--- src/rtl/core_pc_ctrl.sv ---
// core_pc_ctrl: program counter owner and fetch/flush/hold controller.
//
// Takes hold and jump requests from the execute stage and turns them into:
//   - the fetch address (pc_out) and its request strobe,
//   - flush/hold controls for the IF/ID and ID/EX pipeline registers,
//   - a sticky trap when a jump targets a misaligned address.
//
// Fetch handshake (valid/ready): ifetch_req_out is the valid, ifetch_ready_in
// is the ready. A fetch is accepted on a rising edge where both are high.
// When valid is high and ready is low, pc_out is held stable and the pipeline
// is frozen. Valid is never raised in a cycle that also takes a jump, so a
// request is never withdrawn in favour of a different address.
//
// Priority in each cycle: rst > TRAP > jump > hold > increment.
// A jump that arrives while bus_hold_in is high is parked in a one-entry
// pending slot. The newest request overwrites the slot, and the slot is
// applied on the first cycle without a bus hold unless a fresh jump arrives
// in that same cycle.

module core_pc_ctrl #(
  parameter logic [31:0] RESET_ADDR    = 32'h0000_0000,
  parameter int          FETCH_LATENCY = 1
) (
  input  logic        clk,
  input  logic        rst,
  input  logic        hold_flag_in,
  input  logic        jump_flag_in,
  input  logic [31:0] jump_addr_in,
  input  logic        bus_hold_in,
  input  logic        ifetch_ready_in,
  output logic [31:0] pc_out,
  output logic        ifetch_req_out,
  output logic        flush_out,
  output logic        hold_out,
  output logic        trap_out,
  output logic [31:0] trap_addr_out,
  output logic [1:0]  state_dbg
);

  // Length of the post-jump flush window, counted in accepted fetches.
  localparam logic [2:0] FLUSH_LEN = 3'(FETCH_LATENCY);

  typedef enum logic [1:0] {
    ST_BOOT  = 2'd0,
    ST_RUN   = 2'd1,
    ST_FLUSH = 2'd2,
    ST_TRAP  = 2'd3
  } state_t;

  state_t      state;
  logic        pend_valid;
  logic [31:0] pend_addr;
  logic [2:0]  flush_cnt;

  logic        active;
  logic        in_flush;
  logic        take_jump;
  logic [31:0] jump_target;
  logic        jump_misaligned;
  logic        park_jump;
  logic        stall_hold;
  logic        fetch_req;
  logic        fetch_fire;
  logic [31:0] pc_next_seq;

  // Per-cycle decisions from the current state and requests.
  always_comb begin
    active          = (state == ST_RUN) || (state == ST_FLUSH);
    in_flush        = (state == ST_FLUSH);
    // A fresh jump takes precedence over the parked one.
    jump_target     = jump_flag_in ? jump_addr_in : pend_addr;
    jump_misaligned = (jump_target[1:0] != 2'b00);
    take_jump       = active && !bus_hold_in && (jump_flag_in || pend_valid);
    park_jump       = active && bus_hold_in && jump_flag_in;
    // A taken jump overrides hold_flag_in. bus_hold_in never coexists with
    // take_jump because a jump is parked while the bus is held.
    stall_hold      = active && !take_jump && (bus_hold_in || hold_flag_in);
    fetch_req       = active && !take_jump && !stall_hold;
    fetch_fire      = fetch_req && ifetch_ready_in;
    pc_next_seq     = pc_out + 32'd4;
  end

  // Pipeline controls decoded from the state and this cycle's decisions.
  always_comb begin
    ifetch_req_out = 1'b0;
    hold_out       = 1'b0;
    flush_out      = 1'b1;
    if (!rst) begin
      unique case (state)
        ST_BOOT: begin
          ifetch_req_out = 1'b0;
          hold_out       = 1'b0;
          flush_out      = 1'b1;
        end
        ST_TRAP: begin
          ifetch_req_out = 1'b0;
          hold_out       = 1'b1;
          flush_out      = 1'b1;
        end
        default: begin
          ifetch_req_out = fetch_req;
          // Freeze on an explicit hold or on a request the memory has not accepted.
          hold_out       = stall_hold || (fetch_req && !ifetch_ready_in);
          // Flush on every cycle of the window and on the jump cycle itself,
          // including a jump that ends in a trap.
          flush_out      = in_flush || take_jump;
        end
      endcase
    end
  end

  assign state_dbg = state;

  // State machine: program counter, pending jump, flush window and trap.
  always_ff @(posedge clk) begin
    if (rst) begin
      state         <= ST_BOOT;
      pc_out        <= RESET_ADDR;
      pend_valid    <= 1'b0;
      pend_addr     <= 32'h0000_0000;
      flush_cnt     <= 3'd0;
      trap_out      <= 1'b0;
      trap_addr_out <= 32'h0000_0000;
    end else begin
      unique case (state)
        ST_BOOT: begin
          state <= ST_RUN;
        end
        ST_RUN, ST_FLUSH: begin
          if (take_jump) begin
            pend_valid <= 1'b0;
            if (jump_misaligned) begin
              trap_out      <= 1'b1;
              trap_addr_out <= jump_target;
              state         <= ST_TRAP;
            end else begin
              pc_out    <= jump_target;
              flush_cnt <= FLUSH_LEN;
              state     <= ST_FLUSH;
            end
          end else if (park_jump) begin
            // The latest jump seen during a bus hold is the one that survives.
            pend_valid <= 1'b1;
            pend_addr  <= jump_addr_in;
          end else if (fetch_fire) begin
            pc_out <= pc_next_seq;
            if (in_flush) begin
              // The window shrinks only on accepted fetches, so stalls stretch it.
              flush_cnt <= flush_cnt - 3'd1;
              if (flush_cnt == 3'd1) begin
                state <= ST_RUN;
              end
            end
          end
        end
        ST_TRAP: begin
          // Sticky: only rst leaves this state.
          state <= ST_TRAP;
        end
        default: begin
          state <= ST_BOOT;
        end
      endcase
    end
  end

endmodule

--- config.mk ---
export PLATFORM = sky130hd
export DESIGN_NAME = core_pc_ctrl
export DESIGN_NICKNAME = d
export VERILOG_FILES = /design/src/rtl/core_pc_ctrl.sv
export SDC_FILE = /design/constraint.sdc
export NUM_CORES = 1
export LEC_CHECK = 0
export ABC_CLOCK_PERIOD_IN_PS = 5100
export BUFFER_PORTS_ARGS = -buffer_cell sky130_fd_sc_hd__buf_2
export CORE_MARGIN = 4
export CORE_UTILIZATION = 55
export DETAILED_ROUTE_END_ITERATION = 8
export PLACE_DENSITY = 0.78
export REMOVE_ABC_BUFFERS = 1
export SLEW_MARGIN = 10
export SYNTH_ARGS = -nofsm -noshare
export SYNTH_HDL_FRONTEND = slang
export SYNTH_SLANG_ARGS = --single-unit
--- constraint.sdc ---
create_clock -name clk -period 5.1 [get_ports clk]
set_input_delay 0 -clock clk [delete_from_list [all_inputs] [get_ports clk]]
set_output_delay 0 -clock clk [all_outputs]
set_load 0.005 [all_outputs]
* Yosys cells after proc, flatten, opt, wreduce, memory -nomap -nowiden *
Cells that the tools add are included.

word-level totals
  bits in read-only memories = 0
  output and inout port bits = 70
  input bits = 38
  word-level logic and storage cells = 76
  memory bits (writable) = 0
  bits in registers = 103
  latch bits = 0
  memories = 0

operators by class
  div/mod/pow operators = 0
  multiply operators = 0
  $lt $le $gt $ge = 0
  bitwise gates (word level) = 1
  shifts and indexed selects = 0
  $add $sub $neg = 2
  reduce and logical (&&, ||, !) cells = 31
  mux-type cells = 25
  equality and inequality tests = 10

operator list
  cell                     number
  $mux W32                 5
  $add A32 B3 Y32 const B  1
  $mux W3                  5
  $ne A3 B3 Y1 const B     4
  $mux W2                  5
  $logic_and A1 B1 Y1      9
  $mux W1                  8
  $reduce_and A4 Y1        2
  $reduce_bool A2 Y1       4
  $pmux W2 S3              1
  $reduce_and A3 Y1        2
  $logic_or A1 B1 Y1       5
  $reduce_and A5 Y1        1
  $eq A2 B2 Y1 const B     2
  $logic_not A1 Y1         4
  $ne A2 B2 Y1 const B     2
  $reduce_or A2 Y1         2
  $eq A3 B1 Y1 const B     1
  $sub A3 B1 Y3 const B    1
  $eq A2 B1 Y1 const B     1
  $logic_not A2 Y1         1
  $pmux W1 S2              1
  $reduce_and A2 Y1        1
  $not A1 Y1               1

* Logic depth before layout (Yosys ltp) *
Gate-level depths: netlist (run 1).

  depth in word-level cells = 14
  depth in mapped cells = 10

* Worst setup path before layout (run 1) *
No wires, ideal clock.

  path kind = register -> register
  start point = register state[0], in the netlist state_dbg[0]
  end point = register pc_out[15]
  path buffers = 3
  path slack = 2.652 ns
  clock period less this slack = 2.448 ns
  data required time = 5.014 ns
  stages on the path, launching flop included = 11
  arrival time = 2.363 ns
  path through = dfxtp_1 -> inv_1 -> ha_1 -> clkbuf_1 -> nor2b_1 -> nand2_1 -> clkbuf_1 -> a21oi_1 -> clkbuf_1 -> a21oi_1 -> a211oi_1

between the ends
  word-level cells in the longest chain between the ends = 12
  elaborated cells on any way between the ends = 19
  those cells by class = 4 x eq/ne; 1 x mux; 14 x reduce/logical

RTL lines
  element                                              RTL line  RTL
  start: declaration                                   50        state_t state;
  start signal: assignment                             117       state <= ST_BOOT;
  start signal: assignment                             127       state <= ST_RUN;
  start signal: assignment                             135       state <= ST_TRAP;
  $eq A2 B1 Y1 / $eq A2 B2 Y1 (equally long branches)  68, 125
  $logic_or A1 B1 Y1                                   68        active = (state == ST_RUN) || (state == ST_FLUSH);
  $logic_and A1 B1 Y1 (2 in a row)                     73        take_jump = active && !bus_hold_in && (jump_flag_in || pend_valid);
  $logic_not A1 Y1                                     77, 78
  $logic_and A1 B1 Y1                                  77, 78
  $logic_and A1 B1 Y1                                  77        stall_hold = active && !take_jump && (bus_hold_in || hold_flag_in);
  $logic_not A1 Y1                                     78        fetch_req = active && !take_jump && !stall_hold;
  $logic_and A1 B1 Y1                                  78
  $logic_and A1 B1 Y1                                  79        fetch_fire = fetch_req && ifetch_ready_in;
  $reduce_bool A2 Y1 (no line)                         n/a
  $reduce_and A4 Y1 (no line)                          n/a
  end signal: assignment                               137       pc_out <= jump_target;
  end signal: assignment                               146       pc_out <= pc_next_seq;
  end: declaration                                     31        output logic [31:0] pc_out,

Several ways; a longest one is shown, not always the timed one.
A chain may end at the register's enable or synchronous reset.

* Worst setup path in the final report (run 1) *
  start point = register state[1], in the netlist state_dbg[1]
  end point = register pc_out[2]

The elaborated chain is that of the path after synthesis.

==> impl_results.html, run 1 <==
<table>
<tr><th>Metric</th><th>Value</th></tr>
<tr><th colspan="2">STA</th></tr>
<tr><td>Maximum clock frequency</td><td>350 MHz</td></tr>
<tr><td>Number of hold violations in the final report</td><td>0</td></tr>
<tr><td>Measured slew at the worst slew-check pin</td><td>1010 ps</td></tr>
<tr><td>Min Clock Period, post-route</td><td>2860 ps</td></tr>
<tr><td>Unrepaired setup endpoints after global routing</td><td>no</td></tr>
<tr><td>Clk_skew</td><td>9.31 ps</td></tr>
<tr><td>Worst relative slew slack</td><td>0.325</td></tr>
<tr><td>Crit share post-route</td><td>0.560</td></tr>
<tr><td>Worst Slack Setup Final</td><td>2240 ps</td></tr>
<tr><td>Setup Viol. Count Final</td><td>0</td></tr>
<tr><td>Number of max-slew violations in the final report</td><td>0</td></tr>
<tr><th colspan="2">Clock network</th></tr>
<tr><td>CTS tree</td><td>built</td></tr>
<tr><td>Clock slew at the register clock pins of the worst setup and hold paths</td><td>100 ps</td></tr>
<tr><td>Number of buffers inserted by post-CTS setup repair</td><td>0</td></tr>
<tr><td>Htree depth</td><td>3</td></tr>
<tr><td>Count of instances resized after the clock tree is built</td><td>0</td></tr>
<tr><td>Clock tree root buffer cell</td><td>clkbuf_8</td></tr>
<tr><td>Cts bufs inserted</td><td>9</td></tr>
<tr><td>Sinks on Clock Net</td><td>103</td></tr>
<tr><td>Worst-case clock buffer depth</td><td>2</td></tr>
<tr><td>Insertion delay to the later sink of the worst-skew pair</td><td>370 ps</td></tr>
<tr><td>Count of hold buffers inserted by post-cts repair</td><td>32</td></tr>
<tr><th colspan="2">Job</th></tr>
<tr><td>Max-cap violation count</td><td>0</td></tr>
<tr><th colspan="2">Place</th></tr>
<tr><td>Post-DP Area</td><td>5500 µm²</td></tr>
<tr><td>Number of port buffers</td><td>107</td></tr>
<tr><td>Worst slack at placement</td><td>2300 ps</td></tr>
<tr><td>Number of placed instances, taps included</td><td>792</td></tr>
<tr><td>Final weighted congestion in routability-driven placement</td><td>0.930</td></tr>
<tr><td>DPL Wire Length</td><td>9.35 mm</td></tr>
<tr><th colspan="2">Critical path</th></tr>
<tr><td>Worst-path fanout max</td><td>26</td></tr>
<tr><td>Critical Path Source</td><td>state_dbg[1]</td></tr>
<tr><td>Setup slack on the worst flop-to-flop path</td><td>2240 ps</td></tr>
<tr><td>WP data arrival</td><td>3090 ps</td></tr>
<tr><td>Worst reg2reg path depth</td><td>8</td></tr>
<tr><td>Worst r2r src</td><td>state_dbg[1]</td></tr>
<tr><td>CP startpoint kind</td><td>flop</td></tr>
<tr><td>Critical Path RT</td><td>5340 ps</td></tr>
<tr><td>Crit Reg-Reg Endpoint</td><td>pc_out[2]</td></tr>
<tr><td>Endpoint kind of the worst setup timing path</td><td>flop</td></tr>
<tr><td>Critical path class</td><td>reg -&gt; reg</td></tr>
<tr><th colspan="2">Drt</th></tr>
<tr><td>Residual DRC</td><td>0</td></tr>
<tr><td>Antenna Nets Post-Route</td><td>0</td></tr>
<tr><td>Via Count</td><td>5061</td></tr>
<tr><td>Detailed Route WL</td><td>13.9 mm</td></tr>
<tr><td>Via-per-instance ratio</td><td>6.03</td></tr>
<tr><td>Post-detailed-route wirelength per cell</td><td>16.5 µm</td></tr>
<tr><td>Initial detailed-routing violation count</td><td>391</td></tr>
<tr><td>Number of optimization iterations in the first detailed-route pass</td><td>5</td></tr>
<tr><th colspan="2">Synth</th></tr>
<tr><td>Number of warnings reported in the yosys synthesis log</td><td>0</td></tr>
<tr><td>Ys async rst share</td><td>0</td></tr>
<tr><td>Largest cells by area after synthesis</td><td>dfxtp_1, mux2i_1, a21oi_1, nand2_1, nor2_1</td></tr>
<tr><td>Cell accounting for the most synthesized area</td><td>dfxtp_1</td></tr>
<tr><td>Mean post-synth cell area</td><td>8.06 µm²</td></tr>
<tr><td>Most used flip-flop cell after synthesis</td><td>dfxtp_1</td></tr>
<tr><td>Number of synthesized flops with an enable pin</td><td>0</td></tr>
<tr><td>Summed instance area of the synthesized netlist</td><td>4940 µm²</td></tr>
<tr><td>Post-synthesis register bit count</td><td>103</td></tr>
<tr><td>Post-synthesis sequential area ratio</td><td>0.418</td></tr>
<tr><td>Cells after synthesis</td><td>613</td></tr>
<tr><td>Share of the synthesized area in the top cell type</td><td>0.418</td></tr>
<tr><td>Distinct cell type count after synthesis</td><td>56</td></tr>
<tr><th colspan="2">Floorplanning</th></tr>
<tr><td>Row count</td><td>34</td></tr>
<tr><td>Die span in y</td><td>103 µm</td></tr>
<tr><td>Count of pins on the block boundary</td><td>108</td></tr>
<tr><td>Core Footprint</td><td>8720 µm²</td></tr>
<tr><td>Die X-Extent</td><td>103 µm</td></tr>
<tr><td>Initial cell density of the core</td><td>0.566</td></tr>
<tr><td>Die Outline Area</td><td>10600 µm²</td></tr>
<tr><th colspan="2">Final layout</th></tr>
<tr><td>Number of fill cells in the layout</td><td>717</td></tr>
<tr><td>Count of nets after finishing</td><td>771</td></tr>
<tr><td>Commonest non-fill, non-tap cell in the layout</td><td>buf_2</td></tr>
<tr><td>Area grow syn2layout</td><td>22.3%</td></tr>
<tr><td>Share of final-layout standard cells stronger than drive strength 1</td><td>0.204</td></tr>
<tr><td>Final std cell area, no fill</td><td>6040 µm²</td></tr>
<tr><td>Count of antenna diodes in the layout</td><td>0</td></tr>
<tr><td>Most used cells in the layout excluding fill and tap cells</td><td>buf_2, dfxtp_1, nand2_1, nor2_1, a21oi_1</td></tr>
<tr><td>Fin util</td><td>0.693</td></tr>
<tr><td>Final Non-Filler Cells</td><td>840</td></tr>
<tr><th colspan="2">Worst hold path</th></tr>
<tr><td>Depth of the worst hold-timing path</td><td>3</td></tr>
<tr><td>Worst min-delay path startpoint</td><td>bus_hold_in</td></tr>
<tr><td>Worst min-delay path endpoint</td><td>pend_valid</td></tr>
<tr><td>Worst min path class</td><td>in -&gt; reg</td></tr>
<tr><th colspan="2">Global routing</th></tr>
<tr><td>Total routing resource utilization after global routing</td><td>0.265</td></tr>
<tr><td>First-pass GRT wire length</td><td>22.6 mm</td></tr>
<tr><td>Via count of the first global-routing pass</td><td>4690</td></tr>
<tr><td>Largest net degree at the start of global routing</td><td>64</td></tr>
<tr><td>Antenna violations before repair</td><td>0</td></tr>
<tr><td>Total overflow reported by the global router</td><td>0</td></tr>
<tr><th colspan="2">Power</th></tr>
<tr><td>Worst supply voltage drop on vdd</td><td>166 µV</td></tr>
<tr><td>Pwr dens</td><td>289 nW/µm²</td></tr>
<tr><td>Static Leak</td><td>2.37 nW</td></tr>
<tr><th colspan="2">Run status</th></tr>
<tr><td>Outcome</td><td>completed</td></tr>
</table>
==> metal layers <==
layer / vias up / share of wire / global-route usage
li1: 2436 / - / -
met1: 2379 / 0.43 / 0.358
met2: 226 / 0.46 / 0.427
met3: 20 / 0.093 / 0.0602
met4: 0 / 0.016 / 0.0787
met5: - / 0 / 0
==> cell families (layout without fill, tap and decap cells) <==
logic type      Yosys count  in the layout  share of synthesized area
compound gates          166            166                      0.206
xor+xnor                  3              3                    0.00532
fa+ha+maj                 6              6                     0.0152
buf+inv                  54            173                     0.0448
flops                   103            103                      0.418
mux                      40             40                     0.0823
simple gates            241            241                      0.229
==> where the power goes <==
group	internal, mW	leakage, nW	switching, mW
clock network	0.258	0.110	0.290
registers	0.847	0.834	0.0331
logic	0.128	1.42	0.191
total	1.23	2.37	0.514
==> metrics by stage <==
stage	hold WS (ps)	setup TNS (ps)	total power [mW]
6_report	109	0	1.75
3_3_place_gp	251	0	1.18
5_1_grt	129	0	1.83
2_1_floorplan	35.3	-3230	1.06
4_1_cts	101	0	1.75
3_5_place_dp	259	0	1.19
==> worst max-delay path by stage <==
stage | slack, ps | to
CTS | 2290 | pc_out[2]
global placement | 2420 | pc_out[2]
detailed placement | 2300 | pc_out[2]
global route | 1970 | pc_out[10]
finish | 2240 | pc_out[2]
floorplan | -260 | pc_out[19]
==> cell usage after synthesis (2+ instances only) <==
cell         n
a211oi_1    34
a21o_1       2
a21oi_1     68
a22oi_1      2
a311oi_1     2
a31o_2       2
a31oi_1      8
a41oi_1      2
and3_1       5
and4_1       4
buf_2        3
buf_4        2
clkbuf_1    38
dfxtp_1    103
ha_1         6
inv_1        9
mux2_2       5
mux2i_1     35
nand2_1     86
nand3_1     12
nand4_1      9
nor2_1      71
nor2b_1      3
nor3_1      17
nor3b_1      2
nor4_1      11
o211ai_1     4
o21a_1       2
o21ai_0     28
o2bb2ai_1    2
o311ai_0     2
or3_1        4
or3_2        2
or4_1        3
or4_4        2
xnor2_1      3
==> critical path: stages (launching register included) <==
cell and delay (ps):
dfxtp_1 400, inv_1 60, ha_1 430, nand2b_1 230
nor2_2 830, buf_4 370, nor3_1 80, a211oi_1 230
nor2_1 60
==> cell type report <==
cell class | instances | area, µm² | share of cell area
clock inverter | 5 | 65.1 | 0.0108
clock buffer | 11 | 151 | 0.0251
multi-input combinational | 456 | 2670 | 0.441
inverter | 9 | 33.8 | 0.00559
sequential | 103 | 2060 | 0.341
timing repair buffer | 148 | 926 | 0.153
tap | 108 | 135 | 0.0224
==> flip-flops by register name, indices dropped and copies added, names as in the netlist <==
name	flops
pc_out	32
pend_addr	32
trap_addr_out	32
flush_cnt	3
state_dbg	2
pend_valid	1
trap_out	1
Power figures use the tool's default switching activity.
==> run 2, diff against run 1 <==
--- a/config.mk
+++ b/config.mk
@@ -5,12 +5,13 @@
 export SDC_FILE = /design/constraint.sdc
 export NUM_CORES = 1
 export LEC_CHECK = 0
-export ABC_CLOCK_PERIOD_IN_PS = 5100
+export ABC_AREA = 1
+export ABC_CLOCK_PERIOD_IN_PS = 2800
 export BUFFER_PORTS_ARGS = -buffer_cell sky130_fd_sc_hd__buf_2
 export CORE_MARGIN = 4
 export CORE_UTILIZATION = 55
 export DETAILED_ROUTE_END_ITERATION = 8
-export PLACE_DENSITY = 0.78
+export PLACE_DENSITY = 0.77
 export REMOVE_ABC_BUFFERS = 1
 export SLEW_MARGIN = 10
 export SYNTH_ARGS = -nofsm -noshare
==> constraint.sdc (replaced) <==
create_clock -name clk -period 2.8 [get_ports clk]
set_input_delay 0 -clock clk [delete_from_list [all_inputs] [get_ports clk]]
set_output_delay 0 -clock clk [all_outputs]
set_load 0.005 [all_outputs]
==> run 2 against run 1 <==
Effect of this change:
- synthesized cell count rose by 25%
- core utilization shrank 1.4 points
- maximum frequency grew 20%
- sequential share of layout area is 1.2 points lower
- wire length up 0.39%
- clock power is 62% higher
- combinational power grew to 4.0 times the previous value
- critical path type unchanged
- largest cell class unchanged
==> impl_results.html, run 2 <==
<table>
<tr><th>Metric</th><th>Value</th></tr>
<tr><th colspan="2">Clock network</th></tr>
<tr><td>Count of instances resized after the clock tree is built</td><td>0</td></tr>
<tr><td>Insertion delay to the later sink of the worst-skew pair</td><td>370 ps</td></tr>
<tr><td>Clock tree root buffer cell</td><td>clkbuf_8</td></tr>
<tr><td>Number of buffers inserted by post-CTS setup repair</td><td>0</td></tr>
<tr><td>CTS tree</td><td>built</td></tr>
<tr><td>Cts bufs inserted</td><td>9</td></tr>
<tr><td>Htree depth</td><td>3</td></tr>
<tr><td>Sinks on Clock Net</td><td>103</td></tr>
<tr><td>Worst-case clock buffer depth</td><td>2</td></tr>
<tr><td>Clock slew at the register clock pins of the worst setup and hold paths</td><td>100 ps</td></tr>
<tr><th colspan="2">Critical path</th></tr>
<tr><td>CP startpoint kind</td><td>flop</td></tr>
<tr><td>Critical path class</td><td>reg -&gt; reg</td></tr>
<tr><td>Endpoint kind of the worst setup timing path</td><td>flop</td></tr>
<tr><td>Critical Path RT</td><td>3060 ps</td></tr>
<tr><td>Worst-path fanout max</td><td>35</td></tr>
<tr><td>Worst reg2reg path depth</td><td>10</td></tr>
<tr><td>Setup slack on the worst flop-to-flop path</td><td>430 ps</td></tr>
<tr><td>WP data arrival</td><td>2630 ps</td></tr>
<tr><td>Worst r2r src</td><td>state_dbg[0]</td></tr>
<tr><td>Crit Reg-Reg Endpoint</td><td>pc_out[13]</td></tr>
<tr><th colspan="2">STA</th></tr>
<tr><td>Maximum clock frequency</td><td>422 MHz</td></tr>
<tr><td>Total negative slack for setup checks</td><td>0 ps</td></tr>
<tr><td>Worst relative slew slack</td><td>0.586</td></tr>
<tr><td>Unrepaired setup endpoints after global routing</td><td>no</td></tr>
<tr><td>Setup Viol. Count Final</td><td>0</td></tr>
<tr><td>Crit share post-route</td><td>0.846</td></tr>
<tr><td>Measured slew at the worst slew-check pin</td><td>621 ps</td></tr>
<tr><td>Number of max-slew violations in the final report</td><td>0</td></tr>
<tr><td>Clk_skew</td><td>10.6 ps</td></tr>
<tr><td>Min Clock Period, post-route</td><td>2370 ps</td></tr>
<tr><td>Number of hold violations in the final report</td><td>0</td></tr>
<tr><th colspan="2">Synth</th></tr>
<tr><td>Ys async rst share</td><td>0</td></tr>
<tr><td>Distinct cell type count after synthesis</td><td>36</td></tr>
<tr><td>Post-synthesis register bit count</td><td>103</td></tr>
<tr><td>Number of synthesized flops with an enable pin</td><td>0</td></tr>
<tr><td>Post-synthesis sequential area ratio</td><td>0.395</td></tr>
<tr><td>Share of the synthesized area in the top cell type</td><td>0.395</td></tr>
<tr><td>Cells after synthesis</td><td>766</td></tr>
<tr><td>Largest cells by area after synthesis</td><td>dfxtp_1, o21ai_0, nand2_1, a21oi_1, nor2_1</td></tr>
<tr><td>Summed instance area of the synthesized netlist</td><td>5220 µm²</td></tr>
<tr><td>Cell accounting for the most synthesized area</td><td>dfxtp_1</td></tr>
<tr><td>Number of warnings reported in the yosys synthesis log</td><td>0</td></tr>
<tr><td>Cell types with the highest counts after synthesis</td><td>nand2_1, o21ai_0, dfxtp_1</td></tr>
<tr><td>Most used flip-flop cell after synthesis</td><td>dfxtp_1</td></tr>
<tr><td>Mean post-synth cell area</td><td>6.81 µm²</td></tr>
<tr><td>Most used standard cell by instance count after synthesis</td><td>nand2_1</td></tr>
<tr><th colspan="2">Global routing</th></tr>
<tr><td>Via count of the first global-routing pass</td><td>4863</td></tr>
<tr><td>Total routing resource utilization after global routing</td><td>0.247</td></tr>
<tr><td>Total overflow reported by the global router</td><td>0</td></tr>
<tr><td>First-pass GRT wire length</td><td>22.9 mm</td></tr>
<tr><td>Largest net degree at the start of global routing</td><td>39</td></tr>
<tr><td>Antenna violations before repair</td><td>0</td></tr>
<tr><th colspan="2">Final layout</th></tr>
<tr><td>Count of antenna diodes in the layout</td><td>0</td></tr>
<tr><td>Share of final-layout standard cells stronger than drive strength 1</td><td>0.187</td></tr>
<tr><td>Count of nets after finishing</td><td>923</td></tr>
<tr><td>Final std cell area, no fill</td><td>6270 µm²</td></tr>
<tr><td>Most used cells in the layout excluding fill and tap cells</td><td>nand2_1, o21ai_0, buf_2, dfxtp_1, nor2_1</td></tr>
<tr><td>Largest registers in the final layout</td><td>pc_out: 32 flops, pend_addr: 32 flops, trap_addr_out: 32 flops</td></tr>
<tr><td>Commonest non-fill, non-tap cell in the layout</td><td>nand2_1</td></tr>
<tr><td>Area grow syn2layout</td><td>20.1%</td></tr>
<tr><th colspan="2">Drt</th></tr>
<tr><td>Antenna Nets Post-Route</td><td>0</td></tr>
<tr><td>Number of optimization iterations in the first detailed-route pass</td><td>5</td></tr>
<tr><td>Detailed Route WL</td><td>13.9 mm</td></tr>
<tr><td>Residual DRC</td><td>0</td></tr>
<tr><td>Via Count</td><td>5356</td></tr>
<tr><td>Via-per-instance ratio</td><td>5.29</td></tr>
<tr><td>Initial detailed-routing violation count</td><td>284</td></tr>
<tr><td>Post-detailed-route wirelength per cell</td><td>13.7 µm</td></tr>
<tr><th colspan="2">Floorplanning</th></tr>
<tr><td>Die Outline Area</td><td>11100 µm²</td></tr>
<tr><td>Initial cell density of the core</td><td>0.565</td></tr>
<tr><td>Die X-Extent</td><td>105 µm</td></tr>
<tr><td>Row count</td><td>35</td></tr>
<tr><td>Count of pins on the block boundary</td><td>108</td></tr>
<tr><td>Die span in y</td><td>105 µm</td></tr>
<tr><td>Core Footprint</td><td>9240 µm²</td></tr>
<tr><th colspan="2">Worst hold path</th></tr>
<tr><td>Depth of the worst hold-timing path</td><td>2</td></tr>
<tr><td>Worst min-delay path endpoint</td><td>trap_out</td></tr>
<tr><td>Worst min path class</td><td>in -&gt; reg</td></tr>
<tr><td>Worst min-delay path startpoint</td><td>rst</td></tr>
<tr><th colspan="2">Power</th></tr>
<tr><td>Static Leak</td><td>2.59 nW</td></tr>
<tr><td>Worst supply voltage drop on vdd</td><td>379 µV</td></tr>
<tr><td>Pwr dens</td><td>645 nW/µm²</td></tr>
<tr><th colspan="2">Job</th></tr>
<tr><td>Max-cap violation count</td><td>0</td></tr>
<tr><th colspan="2">Place</th></tr>
<tr><td>DPL Wire Length</td><td>9.50 mm</td></tr>
<tr><td>Post-DP Area</td><td>5770 µm²</td></tr>
<tr><td>Final weighted congestion in routability-driven placement</td><td>0.912</td></tr>
<tr><td>Number of port buffers</td><td>107</td></tr>
<tr><th colspan="2">Run status</th></tr>
<tr><td>Outcome</td><td>completed</td></tr>
</table>
[run 2: cell families after synthesis]
logic type / Yosys count / share of synthesized area
AO/OA/AOI/OAI: 228 / 0.232
XOR/XNOR: 6 / 0.0101
adder cells (fa/ha/maj): 6 / 0.0144
buffers and inverters: 115 / 0.0966
flip-flops: 103 / 0.395
AND/OR/NAND/NOR: 308 / 0.252
[run 2: worst max-delay path: stages, from the launching register on]
cell	delay [ps]
dfxtp_1	370
inv_1	90
ha_1	440
nand3_4	120
buf_4	250
nand2_2	170
nand2_8	180
inv_4	260
o21ai_0	140
o21ai_0	180
nor2_1	50
[run 2: worst max path at each step]
| stage | startpoint | end | slack, ps | depth (start not counted) |
|---|---|---|---|---|
| floorplan | state_dbg[1] | pend_addr[0] | 310 | 5 |
| CTS | state_dbg[0] | pc_out[13] | 410 | 10 |
| finish | state_dbg[0] | pc_out[13] | 430 | 10 |
| global route | state_dbg[1] | pc_out[13] | 140 | 10 |
| global placement | state_dbg[1] | pc_out[13] | 530 | 10 |
| detailed placement | state_dbg[0] | pc_out[13] | 450 | 10 |
[run 2: power breakdown]
| group | internal, mW | leakage (nW) | total, mW | switching, mW |
|---|---|---|---|---|
| sequential | 1.72 | 0.837 | 1.88 | 0.159 |
| combinational | 0.489 | 1.66 | 1.27 | 0.786 |
| clock | 0.357 | 0.0907 | 0.889 | 0.532 |
| total | 2.56 | 2.59 | 4.04 | 1.48 |
[run 2: metal layers]
metal / vias up / share of wire / track usage / routed length, µm
li1: 2724 / - / - / -
met1: 2449 / 0.44 / 0.316 / 6140
met2: 161 / 0.49 / 0.426 / 6780
met3: 22 / 0.055 / 0.0404 / 759
met4: 0 / 0.016 / 0.0740 / 226
met5: - / 0 / 0 / 0
[run 2: final cells by class]
class | count | area, µm²
Sequential cell | 103 | 2060
Clock inverter | 5 | 38.8
Inverter | 71 | 272
Multi-Input combinational cell | 548 | 2660
Tap cell | 129 | 161
Fill cell | 825 | 2970
Clock buffer | 11 | 141
Timing Repair Buffer | 146 | 933
[run 2: what timing repair did]
item	4_1_cts	5_1_grt
hold endpoints to repair	32	0
hold buffers	32	0
endpoints found under the setup margin	0	0
[run 2: stage by stage]
stage | utilization | power (mW) | setup slack, ps | hold WS, ps | std cells
global placement | 0.624 | 3.10 | 534 | 252 | 965
detailed placement | 0.624 | 3.14 | 448 | 262 | 965
global route | 0.678 | 4.31 | 139 | 119 | 1013
finish | 0.678 | 4.04 | 430 | 99.7 | 1013
floorplan | - | 2.67 | 308 | 34.1 | 722
CTS | 0.678 | 4.06 | 412 | 90.0 | 1013
==> run 3, diff against run 2 <==
--- a/config.mk
+++ b/config.mk
@@ -6,7 +6,7 @@
 export NUM_CORES = 1
 export LEC_CHECK = 0
 export ABC_AREA = 1
-export ABC_CLOCK_PERIOD_IN_PS = 2800
+export ABC_CLOCK_PERIOD_IN_PS = 2300
 export BUFFER_PORTS_ARGS = -buffer_cell sky130_fd_sc_hd__buf_2
 export CORE_MARGIN = 4
 export CORE_UTILIZATION = 55
==> constraint.sdc (replaced) <==
create_clock -name clk -period 2.3 [get_ports clk]
set_input_delay 0 -clock clk [delete_from_list [all_inputs] [get_ports clk]]
set_output_delay 0 -clock clk [all_outputs]
set_load 0.005 [all_outputs]
==> run 3 against run 2 <==
Effect of this change:
- worst hold slack barely moved
- combinational power rose by 23%
- first-iteration DRC count fell by 14%
- wire length fell by 0.46%
- global-route usage rose by 0.14 points
- die area did not move
- sequential cell count did not move
- non-clock buffer count rose by 5
- maximum frequency rose by 13%
- final cell count rose by 0.30%
- total power rose by 27%
- critical endpoint is now pc_out[20]
- largest power group unchanged
==> impl_results.html, run 3 (synthesis gave the netlist of run 2 again) <==
<table>
<tr><th>Metric</th><th>Value</th></tr>
<tr><th colspan="2">Clock network</th></tr>
<tr><td>Clock tree root buffer cell</td><td>clkbuf_8</td></tr>
<tr><td>Sinks on Clock Net</td><td>103</td></tr>
<tr><td>Htree depth</td><td>3</td></tr>
<tr><td>Clock slew at the register clock pins of the worst setup and hold paths</td><td>100 ps</td></tr>
<tr><td>Insertion delay to the later sink of the worst-skew pair</td><td>370 ps</td></tr>
<tr><td>Number of buffers inserted by post-CTS setup repair</td><td>0</td></tr>
<tr><td>Cts bufs inserted</td><td>9</td></tr>
<tr><td>Worst-case clock buffer depth</td><td>2</td></tr>
<tr><td>CTS tree</td><td>built</td></tr>
<tr><th colspan="2">Global routing</th></tr>
<tr><td>Via count of the first global-routing pass</td><td>5086</td></tr>
<tr><td>Antenna violations before repair</td><td>0</td></tr>
<tr><td>Total overflow reported by the global router</td><td>0</td></tr>
<tr><td>Total routing resource utilization after global routing</td><td>0.248</td></tr>
<tr><td>Largest net degree at the start of global routing</td><td>49</td></tr>
<tr><td>First-pass GRT wire length</td><td>23.1 mm</td></tr>
<tr><th colspan="2">STA</th></tr>
<tr><td>Unrepaired setup endpoints after global routing</td><td>no</td></tr>
<tr><td>Crit share post-route</td><td>0.909</td></tr>
<tr><td>Post-Route Hold Slack</td><td>100 ps</td></tr>
<tr><td>Measured slew at the worst slew-check pin</td><td>572 ps</td></tr>
<tr><td>Setup Viol. Count Final</td><td>0</td></tr>
<tr><td>Total negative slack for setup checks</td><td>0 ps</td></tr>
<tr><td>Number of max-slew violations in the final report</td><td>0</td></tr>
<tr><td>Number of hold violations in the final report</td><td>0</td></tr>
<tr><td>Maximum clock frequency</td><td>478 MHz</td></tr>
<tr><td>Min Clock Period, post-route</td><td>2090 ps</td></tr>
<tr><td>Clk_skew</td><td>14.9 ps</td></tr>
<tr><td>Worst relative slew slack</td><td>0.618</td></tr>
<tr><td>Worst Slack Setup Final</td><td>209 ps</td></tr>
<tr><th colspan="2">Final layout</th></tr>
<tr><td>Final Non-Filler Cells</td><td>1016</td></tr>
<tr><td>Number of fill cells in the layout</td><td>821</td></tr>
<tr><td>Count of nets after finishing</td><td>928</td></tr>
<tr><td>Commonest non-fill, non-tap cell in the layout</td><td>nand2_1</td></tr>
<tr><td>Area grow syn2layout</td><td>21.3%</td></tr>
<tr><td>Final std cell area, no fill</td><td>6330 µm²</td></tr>
<tr><td>Most used cells in the layout excluding fill and tap cells</td><td>nand2_1, o21ai_0, buf_2, dfxtp_1, nor2_1</td></tr>
<tr><td>Count of antenna diodes in the layout</td><td>0</td></tr>
<tr><td>Largest registers in the final layout</td><td>pc_out: 32 flops, pend_addr: 32 flops, trap_addr_out: 32 flops</td></tr>
<tr><td>Share of final-layout standard cells stronger than drive strength 1</td><td>0.191</td></tr>
<tr><td>Fin util</td><td>0.685</td></tr>
<tr><th colspan="2">Job</th></tr>
<tr><td>Max-cap violation count</td><td>0</td></tr>
<tr><th colspan="2">Drt</th></tr>
<tr><td>Initial detailed-routing violation count</td><td>245</td></tr>
<tr><td>Number of optimization iterations in the first detailed-route pass</td><td>4</td></tr>
<tr><td>Via Count</td><td>5382</td></tr>
<tr><td>Antenna Nets Post-Route</td><td>0</td></tr>
<tr><td>Residual DRC</td><td>0</td></tr>
<tr><td>Via-per-instance ratio</td><td>5.30</td></tr>
<tr><td>Detailed Route WL</td><td>13.8 mm</td></tr>
<tr><td>Post-detailed-route wirelength per cell</td><td>13.6 µm</td></tr>
<tr><th colspan="2">Critical path</th></tr>
<tr><td>Critical Path Source</td><td>state_dbg[0]</td></tr>
<tr><td>Crit-path max cell delay</td><td>440 ps</td></tr>
<tr><td>CP startpoint kind</td><td>flop</td></tr>
<tr><td>Critical path class</td><td>reg -&gt; reg</td></tr>
<tr><td>List of cells traversed by the critical path</td><td>inv_1 &gt; ha_1 &gt; nand3_4 &gt; inv_4 &gt; nand2_8 &gt; nand2_8 &gt; buf_4 &gt; a21oi_1 &gt; nand2_1 &gt; a21oi_1</td></tr>
<tr><td>Endpoint kind of the worst setup timing path</td><td>flop</td></tr>
<tr><td>Worst r2r src</td><td>state_dbg[0]</td></tr>
<tr><td>WP data arrival</td><td>2330 ps</td></tr>
<tr><td>Critical Path RT</td><td>2540 ps</td></tr>
<tr><td>Setup slack on the worst flop-to-flop path</td><td>210 ps</td></tr>
<tr><td>Slowest cell on the critical path</td><td>ha_1</td></tr>
<tr><td>Worst-path fanout max</td><td>19</td></tr>
<tr><th colspan="2">Power</th></tr>
<tr><td>Static Leak</td><td>2.63 nW</td></tr>
<tr><td>Pwr dens</td><td>809 nW/µm²</td></tr>
<tr><td>Worst supply voltage drop on vdd</td><td>524 µV</td></tr>
<tr><td>Overall Power</td><td>5.12 mW</td></tr>
<tr><th colspan="2">Floorplanning</th></tr>
<tr><td>Die Outline Area</td><td>11100 µm²</td></tr>
<tr><td>Core Footprint</td><td>9240 µm²</td></tr>
<tr><td>Initial cell density of the core</td><td>0.565</td></tr>
<tr><td>Die span in y</td><td>105 µm</td></tr>
<tr><td>Row count</td><td>35</td></tr>
<tr><td>Die X-Extent</td><td>105 µm</td></tr>
<tr><td>Count of pins on the block boundary</td><td>108</td></tr>
<tr><th colspan="2">Run status</th></tr>
<tr><td>Outcome</td><td>completed</td></tr>
<tr><th colspan="2">Worst hold path</th></tr>
<tr><td>Worst min path class</td><td>in -&gt; reg</td></tr>
<tr><td>Worst min-delay path startpoint</td><td>rst</td></tr>
<tr><th colspan="2">Place</th></tr>
<tr><td>Number of port buffers</td><td>107</td></tr>
<tr><td>DPL Wire Length</td><td>9.73 mm</td></tr>
<tr><td>Final weighted congestion in routability-driven placement</td><td>0.962</td></tr>
<tr><td>Number of placed instances, taps included</td><td>970</td></tr>
<tr><td>Worst slack at placement</td><td>219 ps</td></tr>
<tr><td>Post-DP Area</td><td>5790 µm²</td></tr>
</table>
==> run 3: final cells by class <==
type | count | area, µm² | share of cell area
Timing Repair Buffer | 151 | 958 | 0.151
Clock buffer | 11 | 151 | 0.0239
Tap cell | 129 | 161 | 0.0255
Multi-Input combinational cell | 548 | 2660 | 0.420
Sequential cell | 103 | 2060 | 0.326
Clock inverter | 3 | 67.6 | 0.0107
Inverter | 71 | 274 | 0.0433
==> run 3: layer usage <==
layer / routed length [µm] / track usage / up-vias
li1: - / - / 2722
met1: 6070 / 0.303 / 2475
met2: 6680 / 0.431 / 162
met3: 869 / 0.0563 / 23
met4: 225 / 0.0825 / 0
met5: 0 / 0 / -
==> run 3: report_power, final <==
part	internal, mW	leakage, nW	switching [mW]
sequential	2.09	0.837	0.192
combinational	0.605	1.68	0.955
clock	0.662	0.108	0.618
total	3.36	2.63	1.76
==> run 3: final timing paths <==
check / endpoint / cells past startpoint
setup reg to reg: pc_out[20] / 10
hold reg to reg: pend_addr[18] / 2
setup / recovery: pc_out[20] / 10
hold / removal: trap_out / 2
==> run 3: critical path, delay by kind of cell (launching register included) <==
| family | cells | cell delay (ps) |
|---|---|---|
| adder cells (fa/ha/maj) | 1 | 440 |
| AND/OR/NAND/NOR | 4 | 500 |
| buffers and inverters | 3 | 500 |
| AO/OA/AOI/OAI | 2 | 120 |
| flip-flops | 1 | 370 |
==> run 3: repair_timing <==
action                                 in CTS  in global routing
hold buffers                               32                  0
endpoints found under the hold margin      32                  0
setup endpoints to repair                   0                  1
resized for setup                           0                  1
